`src/rtl/id_stage_pipe_if.sv`:
```
// IF/ID inputs, write-back port and ID/EX outputs of the decode stage.
interface id_stage_pipe_if #(parameter int DATA_W = 16);
  logic [15:0]       instr;
  logic [DATA_W-1:0] pc_plus2;
  logic              id_valid;
  logic [2:0]        flags;
  logic              wb_we;
  logic [3:0]        wb_dst;
  logic [DATA_W-1:0] wb_data;
  logic              stall_out;
  logic              ex_valid, ex_memread, ex_memwrite, ex_regwrite;
  logic              ex_memtoreg, ex_alusrc, ex_llb, ex_lhb;
  logic [3:0]        ex_aluop;
  logic [3:0]        ex_dst;
  logic [DATA_W-1:0] ex_rs_data, ex_rt_data, ex_imm;
  logic              branch_taken;
  logic [DATA_W-1:0] branch_target;
  logic              halted;

  modport master (
    output instr, pc_plus2, id_valid, flags, wb_we, wb_dst, wb_data,
    input  stall_out, ex_valid, ex_memread, ex_memwrite, ex_regwrite,
           ex_memtoreg, ex_alusrc, ex_llb, ex_lhb, ex_aluop, ex_dst,
           ex_rs_data, ex_rt_data, ex_imm, branch_taken, branch_target, halted
  );

  modport slave (
    input  instr, pc_plus2, id_valid, flags, wb_we, wb_dst, wb_data,
    output stall_out, ex_valid, ex_memread, ex_memwrite, ex_regwrite,
           ex_memtoreg, ex_alusrc, ex_llb, ex_lhb, ex_aluop, ex_dst,
           ex_rs_data, ex_rt_data, ex_imm, branch_taken, branch_target, halted
  );
endinterface

```
`src/rtl/id_stage_pipe.sv`:
```
// Decode stage: register file, control decode, branch resolve, ID/EX register, load-use interlock, halt.
// One cycle to ex_*; stall_out (combinational) holds IF/ID on load-use or halt.
module id_stage_pipe #(
  parameter int DATA_W = 16,
  parameter int NREG   = 16
) (
  input logic          clk,
  input logic          rst,
  id_stage_pipe_if.slave bus
);

  typedef enum logic {RUN, HALT} state_t;

  state_t            state, state_nxt;
  logic [DATA_W-1:0] regs [NREG];
  logic [3:0]        op, rs_idx, rt_idx;
  logic              uses_rs, uses_rt, is_b, is_br, cond_ok;
  logic              eff, hazard, issue, take;
  logic [DATA_W-1:0] rs_val, rt_val, imm, b_target;
  logic              flag_n, flag_v, flag_z;

  assign op     = bus.instr[15:12];
  assign is_b   = (op == 4'b1100);
  assign is_br  = (op == 4'b1101);
  assign flag_n = bus.flags[2];
  assign flag_v = bus.flags[1];
  assign flag_z = bus.flags[0];

  always_comb begin
    rs_idx = bus.instr[7:4];
    rt_idx = bus.instr[3:0];
    if (op == 4'b1010 || op == 4'b1011) rs_idx = bus.instr[11:8];
    if (op[3:1] == 3'b100)              rt_idx = bus.instr[11:8];
    uses_rs = !(op == 4'b1100 || op == 4'b1110 || op == 4'b1111);
    uses_rt = (op <= 4'b0011) || (op == 4'b0111) || (op == 4'b1001);
  end

  // R0 and indices beyond NREG fall through to 0; write-back bypasses the array.
  always_comb begin
    rs_val = '0;
    rt_val = '0;
    for (int i = 1; i < NREG; i++) begin
      if (rs_idx == i[3:0])
        rs_val = (bus.wb_we && bus.wb_dst == rs_idx) ? bus.wb_data : regs[i];
      if (rt_idx == i[3:0])
        rt_val = (bus.wb_we && bus.wb_dst == rt_idx) ? bus.wb_data : regs[i];
    end
  end

  always_comb begin
    if ((op >= 4'b0100 && op <= 4'b0110) || op[3:1] == 3'b100)
      imm = {{(DATA_W-4){bus.instr[3]}}, bus.instr[3:0]};
    else
      imm = {{(DATA_W-8){bus.instr[7]}}, bus.instr[7:0]};
  end

  always_comb begin
    cond_ok = 1'b0;
    case (bus.instr[11:9])
      3'b000: cond_ok = !flag_z;
      3'b001: cond_ok = flag_z;
      3'b010: cond_ok = !flag_z && !flag_n;
      3'b011: cond_ok = flag_n;
      3'b100: cond_ok = flag_z || !flag_n;
      3'b101: cond_ok = flag_z || flag_n;
      3'b110: cond_ok = flag_v;
      default: cond_ok = 1'b1;
    endcase
  end

  assign b_target = bus.pc_plus2 + {{(DATA_W-10){bus.instr[8]}}, bus.instr[8:0], 1'b0};

  // A squashed wrong-path slot must not stall, branch or halt.
  assign eff    = bus.id_valid && !bus.branch_taken && (state == RUN);
  assign hazard = eff && bus.ex_valid && bus.ex_memread && (bus.ex_dst != 4'd0) &&
                  ((uses_rs && bus.ex_dst == rs_idx) || (uses_rt && bus.ex_dst == rt_idx));
  assign bus.stall_out = hazard || (state == HALT);
  assign issue  = eff && !bus.stall_out;
  assign take   = issue && (is_b || is_br) && cond_ok;
  assign bus.halted = (state == HALT);

  always_ff @(posedge clk) begin
    if (rst) state <= RUN;
    else     state <= state_nxt;
  end

  always_comb begin
    state_nxt = state;
    if (state == RUN && issue && op == 4'b1111) state_nxt = HALT;
  end

  always_ff @(posedge clk) begin
    for (int i = 0; i < NREG; i++) begin
      if (rst)
        regs[i] <= '0;
      else if (i != 0 && bus.wb_we && bus.wb_dst == i[3:0])
        regs[i] <= bus.wb_data;
    end
  end

  always_ff @(posedge clk) begin
    if (rst) begin
      bus.ex_valid      <= 1'b0;
      bus.ex_memread    <= 1'b0;
      bus.ex_memwrite   <= 1'b0;
      bus.ex_regwrite   <= 1'b0;
      bus.ex_memtoreg   <= 1'b0;
      bus.ex_alusrc     <= 1'b0;
      bus.ex_llb        <= 1'b0;
      bus.ex_lhb        <= 1'b0;
      bus.ex_aluop      <= 4'd0;
      bus.ex_dst        <= 4'd0;
      bus.ex_rs_data    <= '0;
      bus.ex_rt_data    <= '0;
      bus.ex_imm        <= '0;
      bus.branch_taken  <= 1'b0;
      bus.branch_target <= '0;
    end else begin
      bus.ex_valid     <= issue;
      bus.ex_memread   <= issue && op == 4'b1000;
      bus.ex_memwrite  <= issue && op == 4'b1001;
      bus.ex_regwrite  <= issue && (op <= 4'b1000 || op == 4'b1010 ||
                                    op == 4'b1011 || op == 4'b1110);
      bus.ex_memtoreg  <= issue && op == 4'b1000;
      bus.ex_alusrc    <= issue && ((op >= 4'b0100 && op <= 4'b0110) ||
                                    (op >= 4'b1000 && op <= 4'b1011));
      bus.ex_llb       <= issue && op == 4'b1010;
      bus.ex_lhb       <= issue && op == 4'b1011;
      bus.ex_aluop     <= issue ? op : 4'd0;
      bus.ex_dst       <= issue ? bus.instr[11:8] : 4'd0;
      if (issue) begin
        bus.ex_rs_data <= rs_val;
        bus.ex_rt_data <= rt_val;
        bus.ex_imm     <= imm;
      end
      bus.branch_taken <= take;
      if (take) bus.branch_target <= is_br ? rs_val : b_target;
    end
  end

endmodule

```
`src/flat_wrapper.sv`:
```
// flat-port wrapper written by rule: the top's interface ports become plain ports
module id_stage_pipe_flat 
#(
  parameter int DATA_W = 16,
  parameter int NREG   = 16
)
  (clk, rst, bus_instr, bus_pc_plus2, bus_id_valid, bus_flags, bus_wb_we, bus_wb_dst, bus_wb_data, bus_stall_out, bus_ex_valid, bus_ex_memread, bus_ex_memwrite, bus_ex_regwrite, bus_ex_memtoreg, bus_ex_alusrc, bus_ex_llb, bus_ex_lhb, bus_ex_aluop, bus_ex_dst, bus_ex_rs_data, bus_ex_rt_data, bus_ex_imm, bus_branch_taken, bus_branch_target, bus_halted);
  id_stage_pipe_if #(.DATA_W(DATA_W)) bus_i ();
  input logic clk;
  input logic rst;
  input wire logic [$bits(bus_i.instr)-1:0] bus_instr;
  input wire logic [$bits(bus_i.pc_plus2)-1:0] bus_pc_plus2;
  input wire logic [$bits(bus_i.id_valid)-1:0] bus_id_valid;
  input wire logic [$bits(bus_i.flags)-1:0] bus_flags;
  input wire logic [$bits(bus_i.wb_we)-1:0] bus_wb_we;
  input wire logic [$bits(bus_i.wb_dst)-1:0] bus_wb_dst;
  input wire logic [$bits(bus_i.wb_data)-1:0] bus_wb_data;
  output wire logic [$bits(bus_i.stall_out)-1:0] bus_stall_out;
  output wire logic [$bits(bus_i.ex_valid)-1:0] bus_ex_valid;
  output wire logic [$bits(bus_i.ex_memread)-1:0] bus_ex_memread;
  output wire logic [$bits(bus_i.ex_memwrite)-1:0] bus_ex_memwrite;
  output wire logic [$bits(bus_i.ex_regwrite)-1:0] bus_ex_regwrite;
  output wire logic [$bits(bus_i.ex_memtoreg)-1:0] bus_ex_memtoreg;
  output wire logic [$bits(bus_i.ex_alusrc)-1:0] bus_ex_alusrc;
  output wire logic [$bits(bus_i.ex_llb)-1:0] bus_ex_llb;
  output wire logic [$bits(bus_i.ex_lhb)-1:0] bus_ex_lhb;
  output wire logic [$bits(bus_i.ex_aluop)-1:0] bus_ex_aluop;
  output wire logic [$bits(bus_i.ex_dst)-1:0] bus_ex_dst;
  output wire logic [$bits(bus_i.ex_rs_data)-1:0] bus_ex_rs_data;
  output wire logic [$bits(bus_i.ex_rt_data)-1:0] bus_ex_rt_data;
  output wire logic [$bits(bus_i.ex_imm)-1:0] bus_ex_imm;
  output wire logic [$bits(bus_i.branch_taken)-1:0] bus_branch_taken;
  output wire logic [$bits(bus_i.branch_target)-1:0] bus_branch_target;
  output wire logic [$bits(bus_i.halted)-1:0] bus_halted;
  assign bus_i.instr = bus_instr;
  assign bus_i.pc_plus2 = bus_pc_plus2;
  assign bus_i.id_valid = bus_id_valid;
  assign bus_i.flags = bus_flags;
  assign bus_i.wb_we = bus_wb_we;
  assign bus_i.wb_dst = bus_wb_dst;
  assign bus_i.wb_data = bus_wb_data;
  assign bus_stall_out = bus_i.stall_out;
  assign bus_ex_valid = bus_i.ex_valid;
  assign bus_ex_memread = bus_i.ex_memread;
  assign bus_ex_memwrite = bus_i.ex_memwrite;
  assign bus_ex_regwrite = bus_i.ex_regwrite;
  assign bus_ex_memtoreg = bus_i.ex_memtoreg;
  assign bus_ex_alusrc = bus_i.ex_alusrc;
  assign bus_ex_llb = bus_i.ex_llb;
  assign bus_ex_lhb = bus_i.ex_lhb;
  assign bus_ex_aluop = bus_i.ex_aluop;
  assign bus_ex_dst = bus_i.ex_dst;
  assign bus_ex_rs_data = bus_i.ex_rs_data;
  assign bus_ex_rt_data = bus_i.ex_rt_data;
  assign bus_ex_imm = bus_i.ex_imm;
  assign bus_branch_taken = bus_i.branch_taken;
  assign bus_branch_target = bus_i.branch_target;
  assign bus_halted = bus_i.halted;
  id_stage_pipe #(.DATA_W(DATA_W), .NREG(NREG)) u_core (.clk(clk), .rst(rst), .bus(bus_i));
endmodule
```
`config.mk`:
```
export PLATFORM = sky130hd
export DESIGN_NAME = id_stage_pipe_flat
export DESIGN_NICKNAME = d
export VERILOG_FILES = /design/src/rtl/id_stage_pipe_if.sv /design/src/rtl/id_stage_pipe.sv /design/src/flat_wrapper.sv
export SDC_FILE = /design/constraint.sdc
export NUM_CORES = 1
export LEC_CHECK = 0
export ABC_AREA = 1
export ABC_CLOCK_PERIOD_IN_PS = 2500
export CORE_ASPECT_RATIO = 0.8
export CORE_MARGIN = 3
export CORE_UTILIZATION = 35
export DETAILED_ROUTE_END_ITERATION = 8
export GPL_TIMING_DRIVEN = 1
export PLACE_DENSITY_LB_ADDON = 0.08
export REMOVE_ABC_BUFFERS = 1
export SYNTH_ARGS = -nofsm -noshare
export SYNTH_HDL_FRONTEND = slang
export SYNTH_SLANG_ARGS = --single-unit
export TNS_END_PERCENT = 10
```
`constraint.sdc`:
```
create_clock -name clk -period 2.5 [get_ports clk]
set_input_delay 0.5 -clock clk [delete_from_list [all_inputs] [get_ports clk]]
set_output_delay 0.5 -clock clk [all_outputs]
set_load 0.02 [all_outputs]
```
# Word-level counts from Yosys, hierarchy flattened

Memories as Yosys holds them, arrays and structs flattened.
Cells that the tools add are included.

Bits in registers: 81
Bits in writable memories: 256
Input port bits: 59
Output and inout port bits: 83
Word-level logic and storage cells: 294
Memories: 1

Memory list:

| memory      | depth | width | rd ports | clocked after Yosys merged registers in | wr ports | line                | text |
|---|---|---|---|---|---|---|---|
| u_core.regs | 16    | 16    | 15       | 0                                       | 16       | id_stage_pipe.sv:15 | `logic [DATA_W-1:0] regs [NREG];` |

Add/sub/neg operators: 1
Order comparisons: 6
Equality and inequality tests: 65
Multiplexer cells: 127
Bitwise logic cells: 17
Reductions and logical operators: 62

Operators by type and width:

| kind                 | count |
|---|---|
| $mux W16             | 77 |
| $eq A4 B4 Y1 const B | 32 |
| $eq A4 B3 Y1 const B | 13 |
| $mux W1              | 47 |
| $logic_and A1 B1 Y1  | 39 |
| $eq A4 B2 Y1 const B | 6 |
| $add A16 B16 Y16     | 1 |
| $eq A4 B4 Y1         | 4 |
| $logic_or A1 B1 Y1   | 15 |
| $or A1 B1 Y1         | 15 |
| $eq A3 B3 Y1 const B | 4 |
| $eq A4 B1 Y1 const B | 3 |
| $le A4 B4 Y1 const B | 2 |
| $mux W4              | 2 |
| $pmux W1 S7          | 1 |
| $eq A3 B2 Y1 const B | 2 |
| $logic_not A1 Y1     | 5 |
| $ge A4 B3 Y1 const B | 1 |
| $ge A4 B4 Y1 const B | 1 |
| $le A4 B2 Y1 const B | 1 |
| $le A4 B3 Y1 const B | 1 |
| $reduce_bool A4 Y1   | 1 |
| $eq A3 B1 Y1 const B | 1 |
| $logic_not A3 Y1     | 1 |
| 2 further kinds      | 3 |

# Depth between registers and ports, before layout

Depth after elaboration: 22
Mapped depth: 26
Mapped depth without buffers: 25

# Least setup slack after synthesis

OpenSTA, ideal clock, no wires.

Path type: input -> register
Start: input bus_pc_plus2[1]
End: register u_core.bus.branch_target[15] (netlist bit)
Library setup time: 130 ps
Arrival time: 2,592 ps
Data required time: 2,370 ps
Setup slack: -222 ps
Cell stages on the path: 18
Buffers on the path: 0
Cells stage by stage: ha_1 -> inv_1 -> fa_1 -> nor2_1 -> a211oi_1 -> o21ai_0 -> a21boi_0 -> o21ai_0 -> nand3_1 -> nand2_1 -> nand2_1 -> nand2_1 -> a21oi_1 -> xor2_1 -> nor2_1 -> nor2_1 -> nand2_1 -> a21oi_1

Cells in the longest elaborated chain, start to end: 2

RTL lines:

| item                   | line                   | text |
|---|---|---|
| start: declaration     | flat_wrapper.sv:12     | `input wire logic [$bits(bus_i.pc_plus2)-1:0] bus_pc_plus2;` |
| $add A16 B16 Y16       | id_stage_pipe.sv:71    | `assign b_target = bus.pc_plus2 + {{(DATA_W-10){bus.instr[8]}}, bus.instr[8:0], 1'b0};` |
| $mux W16               | id_stage_pipe.sv:137   | `if (take) bus.branch_target <= is_br ? rs_val : b_target;` |
| end signal: assignment | id_stage_pipe.sv:137   |  |
| end: declaration       | id_stage_pipe_if.sv:31 | `ex_rs_data, ex_rt_data, ex_imm, branch_taken, branch_target, halted` |

Every way passes these cells.
A chain may end at the register's enable or synchronous reset.

# Worst setup path in the final report

Start: input bus_instr[13]
End: output bus_stall_out

Cells in the longest elaborated chain, start to end: 8
Elaborated cells on any way between the ends: 24
Classes of those cells: order compare: 1; eq/ne: 10; mux: 2; reduce/logical: 11

RTL lines:

| item                                                    | line                                     | text |
|---|---|---|
| start: declaration                                      | flat_wrapper.sv:11                       | `input wire logic [$bits(bus_i.instr)-1:0] bus_instr;` |
| $eq A4 B4 Y1 (on tied branches)                         | id_stage_pipe.sv:32, id_stage_pipe.sv:34 |  |
| $logic_or A1 B1 Y1 (on tied branches)                   | id_stage_pipe.sv:32, id_stage_pipe.sv:34 |  |
| $mux W4 / $logic_or A1 B1 Y1 (equally long branches)    | id_stage_pipe.sv:32, id_stage_pipe.sv:34 |  |
| $eq A4 B4 Y1 / $logic_not A1 Y1 (equally long branches) | id_stage_pipe.sv:76, id_stage_pipe.sv:34 |  |
| $logic_and A1 B1 Y1                                     | id_stage_pipe.sv:76                      | `((uses_rs && bus.ex_dst == rs_idx) \|\| (uses_rt && bus.ex_dst == rt_idx));` |
| $logic_or A1 B1 Y1 *                                    | id_stage_pipe.sv:76                      |  |
| $logic_and A1 B1 Y1 *                                   | id_stage_pipe.sv:75                      | `assign hazard = eff && bus.ex_valid && bus.ex_memread && (bus.ex_dst != 4'd0) &&` |
| $logic_or A1 B1 Y1 *                                    | id_stage_pipe.sv:77                      | `assign bus.stall_out = hazard \|\| (state == HALT);` |
| end: declaration                                        | flat_wrapper.sv:18                       | `output wire logic [$bits(bus_i.stall_out)-1:0] bus_stall_out;` |

Every way passes the cells marked *; elsewhere a longest branch is shown, timed or not.

==> impl_metrics.csv <==
group,metric,value,unit
outcome,status,"complete, but fails checks",
outcome,violations,"setup timing",
pwr,power_frac_seq,40.2,%
pwr,switching_share,30.0,%
timing,drv_slew,0,
place,place.gp.congestion,0.928,
finish,antennaDiodeCount,0,
finish,fillCellCount,5561,
cts,cts_root_buf,"clkbuf_16",
pwr,p_per_area,547,nW/um^2
pwr,power_frac_comb,23.2,%
critical_path,cpPeakStageDelay,0.20,ns
pwr,switching_power,4.55,mW
logic_synthesis,ys_warn_count,0,
critical_path,path_depth,16,
logic_synthesis,synth_top_area_cell,"edfxtp_1",
cts,cts.path.max_buffers,3,
global_route,grtUsageTotal,28.0,%
critical_path,critPathTopFamily,"buffers and inverters",
finish,final_common_cell,"nand2_1",
drt,drt_iter0_markers,1865,
floorplan,die_h,219,um
timing,worst-slew-pin-transition,0.634,ns
worst_hold_path,min_path_cells,4,
logic_synthesis,synth_area_leaders,"edfxtp_1 (36%), nand2_1 (15%), dfxtp_1 (7.4%)",
place,dp_hpwl,63400,um
logic_synthesis,synth_edf_count,240,
cts,cts.reportedPaths.clkPinSlew,0.06,ns
flow_run,maxCapViolCount,0,
floorplan,core,55700,sq um
logic_synthesis,synth_cell_types,47,
timing,fin_setup_tns,-7.14,ns
logic_synthesis,synth_top_area_share,36.2,%
floorplan,dieArea,59700,sq um
drt,vias,21500,
cts,cts_tree,"built",
timing,slew_headroom,57.7,%
place,port_buffers,141,
finish,fin_nets,3296,
floorplan,rows,77,
timing,skew,0.0338,ns
drt,vias_per_cell,5.38,
logic_synthesis,synthCells,2773,
pwr,p_clk_share,36.6,%
timing,rsz0062_at_grt,"yes",
timing,setup_violations,47,
pwr,static-leakage-power,12.3,nW
critical_path,critPathSlowestCell,"o21ai_2",
critical_path,worstPathArrival,2.26,ns
critical_path,reg2reg_depth,13,
drt,dr.pass1.iters,6,
finish,layout_common_cells,"nand2_1 (774), buf_4 (353), nor2_1 (348)",
global_route,antenna_found_initial,0,
worst_hold_path,hp-class,"input port to register",
critical_path,setup.worst_path.start_class,"input port",
global_route,grt_max_degree,37,
logic_synthesis,async_flop_share,0,%
drt,wl_per_cell,21.3,um
critical_path,crit_chain,"buf_2 > buf_6 > buf_6 > nor2_4 > buf_4 > nand2_1 > nand2_2 > buf_4 > inv_2 > buf_4 > nand2_1 > nand4_1 > o21ai_2 > nand3_2 > nand2_2 > buf_6",
drt,postRouteAntennaNets,0,
logic_synthesis,syn-mean-instance-area,7.17,sq um
global_route,grt_pass1_vias,20900,
cts,clk_latency,0.58,ns
drt,drc,0,
finish,synthToLayoutAreaGrowth,39.3,%
floorplan,ios,142,
pwr,peakVddDrop,0.000467,V
critical_path,path_max_fanout,5,
logic_synthesis,synth_ff_type,"edfxtp_1",
timing,timing.final.ws_setup,-0.259,ns
timing,min_period,2.76,ns
cts,h-tree-depth,2,
cts,clock_sinks,313,
logic_synthesis,netlist_area,19900,sq um
critical_path,end_kind,"output port",
cts,holdBufCountCts,0,
logic_synthesis,ys_seq_area_share,43.6,%
logic_synthesis,ys_seq_elements,313,
cts,numCtsBuffers,38,
drt,wirelength,85200,um
floorplan,start_util,35.7,%
pwr,intPower,10.6,mW
critical_path,crit_buf_inv,8,
timing,fmax,362,MHz
critical_path,cp.required,2.00,ns
global_route,grt_pass1_wl,127000,um
floorplan,die_w,272,um
timing,period_share,110,%
finish,drive_gt1_share,21.2,%
critical_path,critical_path_class,"input port to output port",
global_route,overflow,0,
timing,hold_violations,0,
timing,hold-worst-slack,0.329,ns
## power groups by stage
| stage | clock [mW] | sequential [mW] | combinational (mW) |
|---|---|---|---|
| finish | 5.54 | 6.08 | 3.52 |
| global route | 5.87 | 6.11 | 3.80 |
| CTS | 5.66 | 6.08 | 3.42 |
| detailed placement | 0 | 6.19 | 3.21 |
| global placement | 0 | 6.18 | 3.20 |
| floorplan | 0 | 6.25 | 1.43 |
## stage by stage
step / total power, mW / util, % / setup WS, ns / instance area, sq um / std cells
2_1_floorplan: 7.67 / - / -2.18 / 18900 / 2581
3_3_place_gp: 9.38 / 45.3 / -1.36 / 25200 / 3882
3_5_place_dp: 9.40 / 45.3 / -1.35 / 25200 / 3882
4_1_cts: 15.2 / 49.2 / -0.244 / 27400 / 3990
5_1_grt: 15.8 / 49.7 / -0.410 / 27700 / 3999
6_report: 15.1 / 49.7 / -0.259 / 27700 / 3999
## path summary, 6_finish.rpt
path / slack, ns / from / end
hold reg to reg: 0.46 / u_core.bus.branch_target[3] / u_core.bus.branch_target[3]
setup reg to reg: 0.19 / u_core.bus.ex_dst[1] / u_core.bus.branch_target[4]
hold / removal: 0.33 / bus_instr[15] / u_core.bus.ex_aluop[3]
setup / recovery: -0.26 / bus_instr[13] / bus_stall_out
## synthesized netlist by cell type, types with 2 or more instances
master       n
a21oi_1    181
xor2_1       9
nor2_2       9
a31oi_1     23
a21boi_0     4
nor2_4       4
xnor2_1      5
nand2_2     13
o21ai_0    236
buf_6        9
nand2_1    806
a211oi_1     4
o21bai_1     2
inv_2        5
edfxtp_1   240
nor2_1     383
nand4_1     71
clkbuf_1    97
o2111ai_1    2
dfxtp_1     73
o21ai_2      3
nor3_1       7
o31ai_1      2
clkinv_1     9
ha_1        14
o22ai_1      2
a41oi_1     14
o211ai_2     4
nand3_2      6
inv_1      223
o21ai_1     13
buf_2       63
o211ai_1    59
nand3_1    144
buf_4       22
## sequential cells by signal (all words and copies together) (netlist names)
signal,cells
u_core.bus.ex_regwrite,1
u_core.bus.ex_rs_data,16
u_core.bus.branch_taken,1
u_core.bus.ex_rt_data,16
u_core.regs,240
u_core.bus.ex_imm,8
u_core.bus.ex_memwrite,1
u_core.bus.ex_lhb,1
u_core.bus.ex_alusrc,1
u_core.bus.halted,1
u_core.bus.ex_llb,1
u_core.bus.ex_valid,1
u_core.bus.branch_target,16
u_core.bus.ex_memread,1
u_core.bus.ex_dst,4
u_core.bus.ex_aluop,4
## layout make-up
cell class	count	area [sq um]	share of cell area (%)
multi-input combinational	2032	9900	35.8
sequential	313	8670	31.3
timing repair buffer	598	6050	21.8
clock buffer	52	1040	3.75
tap	750	938	3.39
inverter	238	917	3.31
clock inverter	15	170	0.614
timing repair inverter	1	8.76	0.0316
## what timing repair did
action | in CTS | in global routing
pin swaps | 61 | 40
setup buffers | 27 | 9
resized for setup | 162 | 71
setup endpoints to repair | 73 | 49
cloned | 14 | 1
## routing by layer
layer	routed length (um)	vias to the layer above	GRT usage, %
met5	0	-	0
met1	37200	10400	37.7
met2	40000	853	47.2
met4	2160	0	8.15
met3	5790	130	3.63
li1	-	10200	-
## logic make-up (layout without fill, tap and decap cells)
kind of cell               after synthesis  count (layout)  synth area share, %
DFF                                    313             313                 43.6
buffers and inverters                  430             904                 9.28
AOI/OAI and AO/OA                      553             553                 15.6
and+or+nand+nor                       1448            1450                 30.0
xor gates and xnor gates                14              14                0.617
adders and majority gates               15              15                0.982
## tightest hold or removal path: stages
cell	delay, ns
buf_2	0.13
inv_2	0.06
buf_4	0.11
nor2_1	0.04
Note: power is estimated with default switching activity, not from simulation.
